===== config.mk =====
export PLATFORM = sky130hd
export DESIGN_NAME = instr_fetch_unit_flat
export DESIGN_NICKNAME = d
export VERILOG_FILES = /design/src/rtl/instr_fetch_unit_if.sv /design/src/rtl/instr_fetch_unit.sv /design/src/flat_wrapper.sv
export SDC_FILE = /design/constraint.sdc
export NUM_CORES = 1
export LEC_CHECK = 0
export BUFFER_PORTS_ARGS = -buffer_cell sky130_fd_sc_hd__buf_2
export CORE_ASPECT_RATIO = 1.2
export CORE_MARGIN = 5
export CORE_UTILIZATION = 50
export CTS_BUF_LIST = sky130_fd_sc_hd__clkbuf_2 sky130_fd_sc_hd__clkbuf_4 sky130_fd_sc_hd__clkbuf_8
export CTS_CLUSTER_DIAMETER = 150
export CTS_CLUSTER_SIZE = 24
export DETAILED_ROUTE_END_ITERATION = 6
export PLACE_DENSITY_LB_ADDON = 0.25
export SLEW_MARGIN = 0
export SYNTH_ARGS = -nofsm -noshare
export SYNTH_HDL_FRONTEND = slang
export SYNTH_SLANG_ARGS = --single-unit

===== constraint.sdc =====
create_clock -name clk -period 4.65 [get_ports clk]
set_input_delay 0.465 -clock clk [delete_from_list [all_inputs] [get_ports clk]]
set_output_delay 0.465 -clock clk [all_outputs]
set_load 0.01 [all_outputs]

===== src/rtl/instr_fetch_unit_if.sv =====
// instr_fetch_unit_if: icache read port, redirect input and decode-side fetch buffer head.
interface instr_fetch_unit_if;
  logic        icache_read;
  logic [31:0] icache_rdaddr;
  logic [31:0] icache_rddata;
  logic        icache_rdstall;
  logic        redirect_valid;
  logic [31:0] redirect_pc;
  logic        id_ready;
  logic        if_valid;
  logic [31:0] if_pc;
  logic [31:0] if_instr;
  logic        if_adel;
  modport master (
    output icache_read, icache_rdaddr, if_valid, if_pc, if_instr, if_adel,
    input  icache_rddata, icache_rdstall, redirect_valid, redirect_pc, id_ready
  );
  modport slave (
    input  icache_read, icache_rdaddr, if_valid, if_pc, if_instr, if_adel,
    output icache_rddata, icache_rdstall, redirect_valid, redirect_pc, id_ready
  );
endinterface


===== src/rtl/instr_fetch_unit.sv =====
// instr_fetch_unit: sequential PC fetch into the icache with a {pc, instr} buffer toward decode.
// Optional IFU_ALIGN_CHECK_EN reports misaligned redirect targets as address-error entries.
module instr_fetch_unit #(
  parameter logic [31:0] RESET_PC   = 32'hBFC00000,
  parameter int          FIFO_DEPTH = 2
) (
  input logic                clk,
  input logic                rst,
  instr_fetch_unit_if.master bus
);
  localparam int AW = $clog2(FIFO_DEPTH);
  typedef enum logic [1:0] {BOOT, FETCH, HOLD} state_t;
  state_t r_state, w_next;
  logic [31:0] r_pc, r_target, r_resp_pc, w_rpc, w_tgt;
  logic r_resp_pending, r_resp_adel, r_idle;
  logic [AW:0] r_count;
  logic [AW-1:0] r_wp, r_rp;
  logic [AW+1:0] w_occ;
  logic [31:0] r_mem_pc [FIFO_DEPTH];
  logic [31:0] r_mem_instr [FIFO_DEPTH];
  logic w_deq, w_enq, w_read, w_accept, w_hold_now, w_load, w_tmis;

`ifdef IFU_ALIGN_CHECK_EN
  logic r_mem_adel [FIFO_DEPTH];
  assign w_rpc = bus.redirect_pc;
  assign w_tmis = |w_tgt[1:0];
  assign bus.if_adel = bus.if_valid && r_mem_adel[r_rp];
  always_ff @(posedge clk)
    if (w_enq) r_mem_adel[r_wp] <= r_resp_adel;
`else
  assign w_rpc = {bus.redirect_pc[31:2], 2'b00};
  assign w_tmis = 1'b0;
  assign bus.if_adel = 1'b0;
`endif

  // A stalled request must stay presented: the cache uses the live address during refill
  always_comb begin
    w_deq = (r_count != '0) && bus.id_ready;
    w_enq = r_resp_pending && !bus.redirect_valid;
    w_occ = (AW+2)'(r_count) + (AW+2)'(r_resp_pending) - (AW+2)'(w_deq);
    w_read = (r_state == FETCH) ? (!r_idle && w_occ < (AW+2)'(FIFO_DEPTH)) : (r_state == HOLD);
    w_accept = w_read && !bus.icache_rdstall;
    w_hold_now = bus.redirect_valid && w_read && bus.icache_rdstall;
    w_load = (r_state == HOLD) ? w_accept : (bus.redirect_valid && !w_hold_now);
    w_tgt = bus.redirect_valid ? w_rpc : r_target;
    w_next = (r_state == HOLD) ? (w_accept ? FETCH : HOLD) : (w_hold_now ? HOLD : FETCH);
  end

  assign bus.icache_read   = w_read;
  assign bus.icache_rdaddr = r_pc;
  assign bus.if_valid      = r_count != '0;
  assign bus.if_pc         = bus.if_valid ? r_mem_pc[r_rp] : '0;
  assign bus.if_instr      = bus.if_valid ? r_mem_instr[r_rp] : '0;

  always_ff @(posedge clk) begin
    if (rst) begin
      r_state        <= BOOT;
      r_pc           <= RESET_PC;
      r_target       <= RESET_PC;
      r_resp_pc      <= '0;
      r_resp_pending <= 1'b0;
      r_resp_adel    <= 1'b0;
      r_idle         <= 1'b0;
      r_count        <= '0;
      r_wp           <= '0;
      r_rp           <= '0;
    end else begin
      r_state <= w_next;
      if (bus.redirect_valid) r_target <= w_rpc;
      r_pc           <= w_load ? w_tgt : w_accept ? r_pc + 32'd4 : r_pc;
      r_idle         <= w_load ? w_tmis : r_idle;
      r_resp_pending <= w_load ? w_tmis : (w_accept && r_state == FETCH);
      r_resp_pc      <= w_load ? w_tgt : r_pc;
      r_resp_adel    <= w_load && w_tmis;
      r_count        <= bus.redirect_valid ? '0 : r_count + (AW+1)'(w_enq) - (AW+1)'(w_deq);
      r_wp           <= bus.redirect_valid ? '0 : r_wp + AW'(w_enq);
      r_rp           <= bus.redirect_valid ? '0 : r_rp + AW'(w_deq);
    end
  end

  always_ff @(posedge clk)
    if (w_enq) begin
      r_mem_pc[r_wp]    <= r_resp_pc;
      r_mem_instr[r_wp] <= r_resp_adel ? '0 : bus.icache_rddata;
    end
endmodule


===== src/flat_wrapper.sv =====
// flat-port wrapper written by rule: the top's interface ports become plain ports
module instr_fetch_unit_flat 
#(
  parameter logic [31:0] RESET_PC   = 32'hBFC00000,
  parameter int          FIFO_DEPTH = 2
)
  (clk, rst, bus_icache_read, bus_icache_rdaddr, bus_if_valid, bus_if_pc, bus_if_instr, bus_if_adel, bus_icache_rddata, bus_icache_rdstall, bus_redirect_valid, bus_redirect_pc, bus_id_ready);
  instr_fetch_unit_if bus_i ();
  input logic clk;
  input logic rst;
  output wire logic [$bits(bus_i.icache_read)-1:0] bus_icache_read;
  output wire logic [$bits(bus_i.icache_rdaddr)-1:0] bus_icache_rdaddr;
  output wire logic [$bits(bus_i.if_valid)-1:0] bus_if_valid;
  output wire logic [$bits(bus_i.if_pc)-1:0] bus_if_pc;
  output wire logic [$bits(bus_i.if_instr)-1:0] bus_if_instr;
  output wire logic [$bits(bus_i.if_adel)-1:0] bus_if_adel;
  input wire logic [$bits(bus_i.icache_rddata)-1:0] bus_icache_rddata;
  input wire logic [$bits(bus_i.icache_rdstall)-1:0] bus_icache_rdstall;
  input wire logic [$bits(bus_i.redirect_valid)-1:0] bus_redirect_valid;
  input wire logic [$bits(bus_i.redirect_pc)-1:0] bus_redirect_pc;
  input wire logic [$bits(bus_i.id_ready)-1:0] bus_id_ready;
  assign bus_icache_read = bus_i.icache_read;
  assign bus_icache_rdaddr = bus_i.icache_rdaddr;
  assign bus_if_valid = bus_i.if_valid;
  assign bus_if_pc = bus_i.if_pc;
  assign bus_if_instr = bus_i.if_instr;
  assign bus_if_adel = bus_i.if_adel;
  assign bus_i.icache_rddata = bus_icache_rddata;
  assign bus_i.icache_rdstall = bus_icache_rdstall;
  assign bus_i.redirect_valid = bus_redirect_valid;
  assign bus_i.redirect_pc = bus_redirect_pc;
  assign bus_i.id_ready = bus_id_ready;
  instr_fetch_unit #(.RESET_PC(RESET_PC), .FIFO_DEPTH(FIFO_DEPTH)) u_core (.clk(clk), .rst(rst), .bus(bus_i));
endmodule

* Word-level counts from Yosys, hierarchy flattened
Memories as Yosys holds them, arrays and structs flattened. A register that Yosys moved wholly into a read port is not among the register bits. Cells that the tools add are included. W data, S select, Z words.
Storage, ports and cells: input port bits 69, memories kept 2, memory bits (read-only) 0, bits in latches 0, bits in writable memories 128, bits in registers 103, logic and storage cells 49
Memory list:
- u_core.r_mem_instr | words 2, bits a word 32, read ports 1, clocked after memory_dff 1, wr ports 1, RTL line instr_fetch_unit.sv:20 | logic [31:0] r_mem_instr [FIFO_DEPTH];
- u_core.r_mem_pc | words 2, bits a word 32, read ports 1, clocked after memory_dff 1, wr ports 1, RTL line instr_fetch_unit.sv:19 | logic [31:0] r_mem_pc [FIFO_DEPTH];
Operators by class: order comparisons 1, multipliers 0, shift-type cells 0, reductions and logical operators 14, eq/ne operators 2, $add $sub $neg 7, divide/modulo/power cells 0, bitwise logic cells 0, mux-type cells 15
Operators with widths (number):
- $mux W32 | 6
- $add A32 B3 Y32 const B | 1
- $logic_and A1 B1 Y1 | 7
- $mux W1 | 6
- $mux W2 | 3
- $reduce_bool A2 Y1 | 2
- $reduce_or A2 Y1 | 2
- $add A2 B1 Y3 | 1
- $logic_not A1 Y1 | 3
- $lt A3 B2 Y1 const B | 1
- $sub A3 B1 Y3 | 1
- $add A1 B1 Y1 | 2
- $add A2 B1 Y2 | 1
- $eq A2 B1 Y1 const B | 1
- $eq A2 B2 Y1 const B | 1
- $sub A2 B1 Y2 | 1

* Logic depth before layout (Yosys ltp)
Gate-level depths: netlist (run 1).
depth in word-level cells 11, mapped depth 12

* Worst setup path before layout (run 1)
OpenSTA, ideal clock, no wires.
kind input to register, start point input bus_redirect_valid, end point memory u_core.r_mem_instr[1][0] (enable), arrival 2661 ps, setup slack 1560 ps, stages 4, cells stage by stage buf_2 -> buf_1 -> nor2_1 -> ha_1
On the way: longest elaborated chain between the ends 4
RTL lines:
- start, declared | RTL line flat_wrapper.sv:19 | input wire logic [$bits(bus_i.redirect_valid)-1:0] bus_redirect_valid;
- $logic_not A1 Y1 | RTL line instr_fetch_unit.sv:39 | w_enq = r_resp_pending && !bus.redirect_valid;
- $logic_and A1 B1 Y1 | RTL line instr_fetch_unit.sv:39
- $mux W1 | RTL line instr_fetch_unit.sv:82 | if (w_enq) begin
- $mux W1 | RTL line instr_fetch_unit.sv:84 | r_mem_instr[r_wp] <= r_resp_adel ? '0 : bus.icache_rddata;
- end, declared | RTL line instr_fetch_unit.sv:20
Every way passes these cells.

* Final worst setup path (run 1)
start point register u_core.r_count[1], end point output bus_icache_read
On the way: longest elaborated chain between the ends 5, elaborated cells between the ends (all ways) 6, classes of those cells add/sub (2); order compare (1); mux (1); reduce/logical (2)
RTL lines:
- start, declared | RTL line instr_fetch_unit.sv:16 | logic [AW:0] r_count;
- start signal, assigned | RTL line instr_fetch_unit.sv:75 | r_count <= bus.redirect_valid ? '0 : r_count + (AW+1)'(w_enq) - (AW+1)'(w_deq);
- parallel branches: the longest is 2 deep, another holds $add A2 B1 Y3
- $sub A3 B1 Y3 (*) | RTL line instr_fetch_unit.sv:40 | w_occ = (AW+2)'(r_count) + (AW+2)'(r_resp_pending) - (AW+2)'(w_deq);
- $lt A3 B2 Y1 (*) | RTL line instr_fetch_unit.sv:41 | w_read = (r_state == FETCH) ? (!r_idle && w_occ < (AW+2)'(FIFO_DEPTH)) : (r_state == HOLD);
- $mux W1 (*) | RTL line instr_fetch_unit.sv:41
- end, declared | RTL line flat_wrapper.sv:11 | output wire logic [$bits(bus_i.icache_read)-1:0] bus_icache_read;
Every way passes the cells marked *.

==> results of run 1 <==
critical path: stages, from the launching register on:
cell and delay [ns]:
dfxtp_1 0.53, nor2_4 0.07, inv_1 0.06, and2_1 0.20
ha_1 0.25, nand2b_1 0.16, fa_1 0.41, xnor2_2 0.21
and4b_1 0.31, or2_2 0.30, buf_2 0.14
cell usage after synthesis (all sizes together) (5+ instances only):
cell and n:
a21boi 5, buf 26, and3 7, a31oi 6, mux2i 77, nand2b 6, and2 20, mux2 18
xnor2 13, inv 11, o21ai 10, nand3 14, nand4 16, or4 5, a22o 5, a21o 5
nor3 11, nor2 92, nor4 6, nand2 50, xor2 8, and4 8, o21a 5, edfxtp 128
a22oi 6, clkbuf 22, a211oi 10, ha 6, a21oi 34, dfxtp 103
metrics by stage:
stage / cell area [sq um] / worst slack (ns) / util [%]
floorplan: 9310 / 1.56 / -
global placement: 10300 / 1.24 / 56.4
detailed placement: 10300 / 1.17 / 56.4
CTS: 10500 / 1.00 / 57.7
global route: 10500 / 0.859 / 57.7
finish: 10500 / 1.03 / 57.7
layout make-up:
cell class / count / area [sq um] / share of cell area [%]
repair buffers: 173 / 888 / 8.44
inverters: 11 / 41.3 / 0.392
clock buffers: 20 / 231 / 2.20
well taps: 224 / 280 / 2.66
multi-input cells: 469 / 3160 / 30.0
flip-flops and latches: 231 / 5910 / 56.2
clock inverters: 1 / 11.3 / 0.107
cell families (layout without fill, tap and decap cells):
kind of cell               Yosys count  after routing  share of synthesized area [%]
other                                1              1                         0.0403
adders and majority gates            7              7                           1.02
AOI/OAI and AO/OA                  100            100                           7.10
buffers and inverters               59            205                           2.77
xor gates and xnor gates            21             21                           2.06
DFF                                231            231                           63.5
muxes                               95             95                           10.5
and+or+nand+nor                    245            245                           13.1
worst min path at each step:
stage	start	to	slack (ns)	cells past startpoint
detailed placement	u_core.r_resp_pc[0]$_SDFF_PP0_	u_core.r_mem_pc[0][0]$_DFFE_PP_	0.41	0
finish	bus_icache_rddata[24]	u_core.r_mem_instr[0][24]$_DFFE_PP_	0.14	1
floorplan	u_core.r_resp_pc[0]$_SDFF_PP0_	u_core.r_mem_pc[0][0]$_DFFE_PP_	0.40	0
global route	bus_icache_rddata[8]	u_core.r_mem_instr[1][8]$_DFFE_PP_	0.12	1
CTS	bus_icache_rddata[8]	u_core.r_mem_instr[1][8]$_DFFE_PP_	0.12	1
global placement	u_core.r_resp_pc[16]$_SDFF_PP0_	u_core.r_mem_pc[0][16]$_DFFE_PP_	0.41	0
power breakdown:
| part | total (mW) | internal (mW) | switching (mW) |
|---|---|---|---|
| logic | 0.290 | 0.120 | 0.169 |
| registers | 2.28 | 2.22 | 0.0580 |
| clock network | 0.912 | 0.328 | 0.584 |
registers in the layout, summed over array words and instances, names as in the netlist:
register / count
u_core.r_resp_pc: 32
u_core.bus.icache_rdaddr: 32
u_core.r_state: 2
u_core.r_mem_pc: 64
u_core.r_target: 32
u_core.r_rp: 1
u_core.r_resp_pending: 1
u_core.r_mem_instr: 64
u_core.r_wp: 1
u_core.r_count: 2
routing by layer:
layer,up-vias,share of wire (%),wire (um)
met1,2960,44,8830
met2,241,46,9300
met3,30,7.6,1530
met5,-,0,0
li1,3012,-,-
met4,0,1.9,372
==> metrics, run 1 <==
reg-to-reg critical path endpoint=u_core.bus.icache_rdaddr[31]$_SDFFE_PP1P_; IR drop worst, VDD=around 0.24 mV; Avg Inst Size Synth=between 10 and 15 sq um; H-tree Lvls=1; endpoints failing setup=0; CP max FO=7; CTS tree=built; CTS Root Cell=clkbuf_8; vias per cell=5.53; most frequent cells in the layout=164 x buf_2, 128 x edfxtp_1, 102 x dfxtp_1, 89 x nor2_1, 77 x mux2i_1; DP Cell Count=between 1000 and 1500; initial cell density of the core=51.0%; P&R area growth vs syn=13.1%; Max Slew Vio Count=0; largest net degree at the start of global routing=65; Synth top area share=between 40% and 50%; met2 Use GR=approximately 30%; Buffers on Ports=164; drt pass-1 iters=5; Clock transition at path regs=approximately 0.14 ns; status=completed; commonest non-fill, non-tap cell in the layout=buf_2; met1 Use GR=about a quarter; die area=between 0.02 and 0.025 sq mm; Final nets=approximately 1000; PwrDens=approximately 330 mW/mm^2; Synth Instances=about 760; total gr overflow=0; IO Pins=between 150 and 200; CTS Hold Bufs=0; postcts setup bufs=0; Overall Power=about 3.5 mW; gpl congestion=roughly 0.86; Non-Filler Instances=about 1100; wire per inst=roughly 18 um; CTS Buf Count=13; Die X=~130 um; Clock Latency Late Sink=0.50 ns; first-pass GRT wire length=~32000 um; CP required=4.18 ns; Crit. End Element=output port; Yosys reg bits=231; via count=6243; Final Hold Viols=0; Total GRT Usage=a little under a fifth; clock buffer depth=3; CORE AREA=roughly 0.018 sq mm; 1st-iter DRT viols=~390; Syn Std Cell Area=between 0.009 and 0.01 sq mm; post-synthesis async set-or-reset flop share=0%; Slew headroom=around 36%; Yosys top cell by area=edfxtp_1; layout cells sized above 1=between 20% and 30%; Hold Crit Class=in2reg; worst hold margin=roughly 0.14 ns; # DRC=0; Crit. Startpoint=u_core.r_count[1]$_SDFF_PP0_; number of distinct library cells after synthesis=63; Worst R2R Path Depth=11; setup_tns=0 ns; HPWL after DPL=roughly 14000 um; FP Rows=54; Die Y=159 um; vias in the first global route=slightly above 6000; max-cap violation count=0; initial antenna violation count=0; ranking of synthesized cells by area=edfxtp_1 41%, dfxtp_1 22%, mux2i_1 8.3%; Primary FF master, synth=edfxtp_1; clock sink total=about 230; Critical Path Source Type=register; Worst Skew=roughly 0.012 ns; gr busiest metal=met2; worst r2r src=u_core.r_count[1]$_SDFF_PP0_; R2R Setup Slk=roughly 1.1 ns; Synth Warn #=0; Lkg Pwr=approximately 4.0 nW; worst slew pin tran=0.965 ns; FILL cells=roughly 1500; arrival time worst endpoint=roughly 3.2 ns; Crit Path Category=reg2out; DRT antenna net count=0; Seq/Total Area, Yosys=a little under two thirds; syn nets=835; minimum clock period=3.62 ns; routed wire length=20000 um; # resized after CTS=0; Highest Clock Rate=around 0.28 GHz; met3 Usage GRT=between 3 and 4%; RSZ-0062 raised after global routing=false; Post-synth EDFFs=approximately 130; Critical path destination=bus_icache_read; diodes inserted=0; fin crit share=77.8%
Note: power is estimated with default switching activity, not from simulation.
==> inputs of run 2 (changes only) <==
==> constraint.sdc (replaced) <==
create_clock -name clk -period 3.3 [get_ports clk]
set_input_delay 0.33 -clock clk [delete_from_list [all_inputs] [get_ports clk]]
set_output_delay 0.33 -clock clk [all_outputs]
set_load 0.01 [all_outputs]
==> run 2 against run 1 <==
  * Sequential power up 41%
  * Via count up 0.56%
  * First-iteration DRC count is 8.6% higher
  * Register-to-register slack got worse by 0.93 ns
==> metrics, run 2 (synthesis gave the netlist of run 1 again) <==
total gr overflow=0 (unchanged); Hold Crit Class=in2reg; gr busiest metal=met2; setup_tns=0 ns (unchanged); vias in the first global route=6425 (+5.7%); CP max FO=4 (-3); CORE AREA=0.0182 sq mm (unchanged); Clock Latency Late Sink=0.51 ns (about the same); Worst Skew=0.0205 ns (+0.00846 ns); max-cap violation count=0 (unchanged); largest net degree at the start of global routing=65 (unchanged); HPWL after DPL=14100 um (+2.0%); reg-to-reg critical path endpoint=u_core.bus.icache_rdaddr[3]$_SDFFE_PP0P_; R2R Setup Slk=0.21 ns (-0.93 ns); IO Pins=168 (unchanged); Highest Clock Rate=around 0.31 GHz; Largest regs=u_core.r_mem_instr: 64 flops, u_core.r_mem_pc: 64 flops; sequential cell area=0.00591 sq mm (about the same); CTS Root Cell=clkbuf_8; first-pass GRT wire length=33400 um (+4.7%); status=completed; via count=6278 (+0.56%); initial cell density of the core=51.0% (unchanged); met2 Use GR=32.0% (+2.1 points); clock sink total=231 (unchanged); worst hold margin=0.0773 ns (-0.0651 ns); Slew headroom=46.2% (+10 points); initial antenna violation count=0 (unchanged); arrival time worst endpoint=2.86 ns (-0.29 ns); RSZ-0062 raised after global routing=false; die area=0.0215 sq mm (unchanged); Total GRT Usage=19.0% (+0.88 points); Buffers on Ports=164 (unchanged); Crit. End Element=output port; final setup margin=0.114 ns (-0.917 ns); Setup WS pre-CTS=0.252 ns (-0.918 ns); minimum clock period=between 3 and 4 ns; Die X=135 um (unchanged); vias per cell=5.35 (-3.3%); H-tree Lvls=1 (unchanged); hold depth=3 (+2); CTS tree=built; most frequent cells in the layout=164 x buf_2, 128 x edfxtp_1, 100 x dfxtp_1, 89 x nor2_1, 77 x mux2i_1; multi-input logic area=0.00317 sq mm (+0.32%); Final nets=1020 (+4.6%); hold endpoint=u_core.r_target[22]$_SDFF_PP1_; routed wire length=20600 um (+3.0%); Lkg Pwr=4.24 nW (+5.5%); hold path start=bus_redirect_pc[22]; Worst R2R Path Depth=12 (+1); endpoints failing setup=0 (unchanged); CTS Buf Count=13 (unchanged); Crit Path Category=reg2out; worst r2r src=u_core.r_count[1]$_SDFF_PP0_; worst slew pin tran=0.806 ns (-0.159 ns); Max Slew Vio Count=0 (unchanged); Final Hold Viols=0 (unchanged); diodes inserted=0 (unchanged); clock buffer depth=3 (unchanged); CP required=2.97 ns (-1.21 ns); Die Y=159 um (unchanged); gpl congestion=0.845 (-1.9%); DRT antenna net count=0 (unchanged); # DRC=0 (unchanged); 1st-iter DRT viols=418 (+8.6%); wire per inst=17.6 um (-0.95%); met1 Use GR=26.0% (+1.2 points); met3 Usage GRT=3.19% (-0.47 points); drt pass-1 iters=5 (unchanged); FILL cells=1493 (-3.5%); IR drop worst, VDD=0.365 mV (+53%); Critical Path Source Type=register; layout cells sized above 1=25.7% (+0.71 points); Clock transition at path regs=0.14 ns (about the same); fin crit share=96.5%; commonest non-fill, non-tap cell in the layout=buf_2; P&R area growth vs syn=18.3%; FP Rows=54 (unchanged); PwrDens=450 mW/mm^2 (+36%)
[run 2: stage by stage]
step                      area [sq um]  power [mW]  std cells  util, %
after CTS                        11000        5.01       1172     60.2
after global placement           10400        3.69       1118     57.0
after detailed placement         10400        3.70       1118     57.0
after floorplan                   9310        3.51        759        -
final                            11000        4.95       1174     60.3
after global routing             11000        5.16       1174     60.3
[run 2: power by group]
part	switching (mW)	internal, mW
Sequential	0.0817	3.13
Clock	0.822	0.462
Combinational	0.247	0.209
[run 2: how the worst max path moves through the flow]
stage,start,end,slack (ns)
detailed placement,u_core.r_count[0]$_SDFF_PP0_,u_core.bus.icache_rdaddr[3]$_SDFFE_PP0P_,0.25
global route,u_core.r_count[0]$_SDFF_PP0_,bus_icache_read,0.002
global placement,u_core.r_count[0]$_SDFF_PP0_,u_core.bus.icache_rdaddr[3]$_SDFFE_PP0P_,0.32
floorplan,bus_redirect_valid,u_core.r_mem_instr[1][0]$_DFFE_PP_,0.34
finish,u_core.r_count[1]$_SDFF_PP0_,bus_icache_read,0.11
CTS,u_core.r_count[1]$_SDFF_PP0_,bus_icache_read,0.05
[run 2: what timing repair did]
| item | 4_1_cts | 5_1_grt |
|---|---|---|
| hold endpoints to repair | 64 | 0 |
| buffers inserted | 1 | 2 |
| endpoints found under the setup margin | 1 | 1 |
| pin swaps | 1 | 2 |
| hold buffers | 32 | 0 |
| resized for setup | 3 | 4 |
[run 2: cell type report]
| cell class | instances | area share, % |
|---|---|---|
| tap | 224 | 2.55 |
| multi-input combinational | 469 | 28.8 |
| sequential | 231 | 53.7 |
| clock inverter | 1 | 0.102 |
| inverter | 11 | 0.375 |
| timing repair buffer | 218 | 12.3 |
| clock buffer | 20 | 2.10 |
[run 2: routing by layer]
layer  wire [um]  part of all wire, %  vias up
li1            -                    -     3108
met2        9890                   48      185
met1        9070                   44     2966
met5           0                    0        -
met4         305                  1.5        0
met3        1360                  6.6       19
[run 2: worst max-delay path: stages (launching register included)]
cell      delay, ns
dfxtp_2        0.36
nor2_4         0.10
inv_1          0.05
and2_4         0.16
ha_1           0.28
nand2b_4       0.15
fa_2           0.40
xnor2_2        0.16
and4b_2        0.26
or2_2          0.29
buf_2          0.15
==> inputs of run 3 (changes only) <==
==> constraint.sdc (replaced) <==
create_clock -name clk -period 3.4 [get_ports clk]
set_input_delay 0.34 -clock clk [delete_from_list [all_inputs] [get_ports clk]]
set_output_delay 0.34 -clock clk [all_outputs]
set_load 0.01 [all_outputs]
==> run 3 against run 2 <==
  * Final cell count decreased by 0.43%
  * Critical endpoint unchanged
  * Sequential share of layout area grew 0.22 points
  * Combinational power down 4%
  * Setup slack improved by 0.064 ns
  * Clock power fell by 3%
  * Core utilization is 0.27 points lower
  * Via count rose by 1.0%
  * First-iteration DRC count fell by 18%
==> metrics, run 3 (synthesis gave the netlist of run 1 again) <==
clock buffer depth=3 (unchanged); RSZ-0062 raised after global routing=false; CP required=3.06 ns (+0.09 ns); Die X=135 um (unchanged); HPWL after DPL=14100 um (-0.35%); CP max FO=3 (-1); DRT antenna net count=0 (unchanged); Final Hold Viols=0 (unchanged); hold path start=bus_redirect_pc[22]; Highest Clock Rate=about 0.31 GHz; Largest regs=u_core.r_mem_instr: 64 flops, u_core.r_mem_pc: 64 flops; most frequent cells in the layout=164 x buf_2, 128 x edfxtp_1, 100 x dfxtp_1, 89 x nor2_1, 77 x mux2i_1; # DRC=0 (unchanged); largest net degree at the start of global routing=65 (unchanged); vias in the first global route=6281 (-2.2%); total gr overflow=0 (unchanged); cells along the critical path=nor2_4, inv_1, and2_4, ha_1, nand2b_1, fa_2, xnor2_2, and4b_1, buf_4, or2_2, buf_2; Final nets=1016 (-0.39%); area of placed instances=0.0104 sq mm (about the same); post-route design area=0.0110 sq mm (-0.44%); CORE AREA=0.0182 sq mm (unchanged); Critical Path Source Type=register; Max Slew Vio Count=0 (unchanged); commonest non-fill, non-tap cell in the layout=buf_2; sequential cell area=0.00591 sq mm (about the same); 1st-iter DRT viols=342 (-18%); wire per inst=17.7 um (+0.59%); FP Rows=54 (unchanged); Worst Skew=0.0161 ns (-0.00445 ns); vias per cell=5.43 (+1.5%); routed wire length=20700 um (+0.16%); CTS tree=built; post-layout util=60.1% (-0.27 points); max-cap violation count=0 (unchanged); worst path buffer plus inverter count=3 (+1); Buffers on Ports=164 (unchanged); Crit. End Element=output port; FILL cells=1437 (-3.8%); PwrDens=438 mW/mm^2 (-2.7%); H-tree Lvls=1 (unchanged); die area=0.0215 sq mm (unchanged); worst slew pin tran=0.798 ns (-0.00759 ns); clock sink total=231 (unchanged); arrival time worst endpoint=2.88 ns (+0.02 ns); Hold Crit Class=in2reg; Clock transition at path regs=0.14 ns (about the same); via count=6342 (+1.0%); layout cells sized above 1=25.1% (-0.60 points); setup_tns=0 ns (unchanged); worst r2r src=u_core.r_count[1]$_SDFF_PP0_; Die Y=159 um (unchanged); IR drop worst, VDD=0.490 mV (+34%); Total GRT Usage=19.0% (about the same); status=completed; gpl congestion=0.826 (-2.2%); first-pass GRT wire length=33400 um (+0.10%); IO Pins=168 (unchanged); multi-input logic area=0.00316 sq mm (-0.28%); drt pass-1 iters=5 (unchanged); endpoints failing setup=0 (unchanged); CTS Buf Count=13 (unchanged); initial cell density of the core=51.0% (unchanged); CP max stage delay=0.36 ns (-0.04 ns); CTS Root Cell=clkbuf_8; worst hold margin=0.0813 ns (+0.00396 ns); slowest stage cell, crit path=dfxtp_2; minimum clock period=around 3.2 ns; fin crit share=94.8%; Lkg Pwr=4.21 nW (-0.82%); P&R area growth vs syn=17.7%; CP top delay family=simple AND/OR/NAND/NOR gates; postcts setup bufs=0 (-1); initial antenna violation count=0 (unchanged); Crit. Startpoint=u_core.r_count[1]$_SDFF_PP0_; Crit Path Category=reg2out; Slew headroom=46.7% (+0.51 points); Clock Latency Late Sink=0.51 ns (about the same); diodes inserted=0 (unchanged)
## run 3: changes by cell type in the layout (fill, tap and decap cells not counted), sizes merged
cell	previous run	this run
buf	186	182
clkbuf	20	19
## run 3: stage by stage
stage	cells	setup WS (ns)	total power [mW]
CTS	1169	0.0171	4.85
finish	1169	0.178	4.80
detailed placement	1117	0.126	3.59
global route	1169	0.00416	5.01
floorplan	759	0.435	3.41
global placement	1117	0.162	3.58
## run 3: worst register-to-register path, stage by stage, from the launching register on
cell and delay, ns:
dfxtp_2 0.36, nor2_4 0.10, inv_1 0.05, and2_4 0.16
ha_1 0.26, nand2b_1 0.16, fa_2 0.36, xnor2_2 0.14
and4b_1 0.22, o21ai_1 0.62, buf_4 0.33, a2bb2oi_1 0.08
o221a_1 0.23
## run 3: path summary, 6_finish.rpt
kind,cells past startpoint,endpoint,slack (ns)
max reg2reg,12,u_core.bus.icache_rdaddr[31]$_SDFFE_PP1P_,0.25
min reg2reg,0,u_core.r_mem_pc[0][29]$_DFFE_PP_,0.44
max,11,bus_icache_read,0.18
min,3,u_core.r_target[22]$_SDFF_PP1_,0.08
## run 3: area by class of cell
cell class,count,share of cell area [%]
flip-flops and latches,231,54.0
repair buffers,214,12.1
clock inverters,1,0.103
well taps,224,2.56
inverters,11,0.377
clock buffers,19,2.04
multi-input cells,469,28.9
## run 3: timing repair
item / in CTS / in global routing
endpoints found under the hold margin: 62 / 0
gates resized for setup: 0 / 4
endpoints found under the setup margin: 0 / 21
hold buffers: 32 / 0
## run 3: where the power goes
part           switching, mW  internal (mW)  leakage [nW]
clock                  0.802          0.436         0.127
combinational          0.237          0.199          2.06
sequential            0.0824           3.04          2.01
total                   1.12           3.67          4.21
## run 3: layer usage
metal	GRT usage, %	vias to the layer above	share of wire, %
met4	4.40	0	1.6
met1	26.5	3022	45
met3	3.38	27	6.9
met2	31.2	207	47
met5	0	-	0
li1	-	3086	-
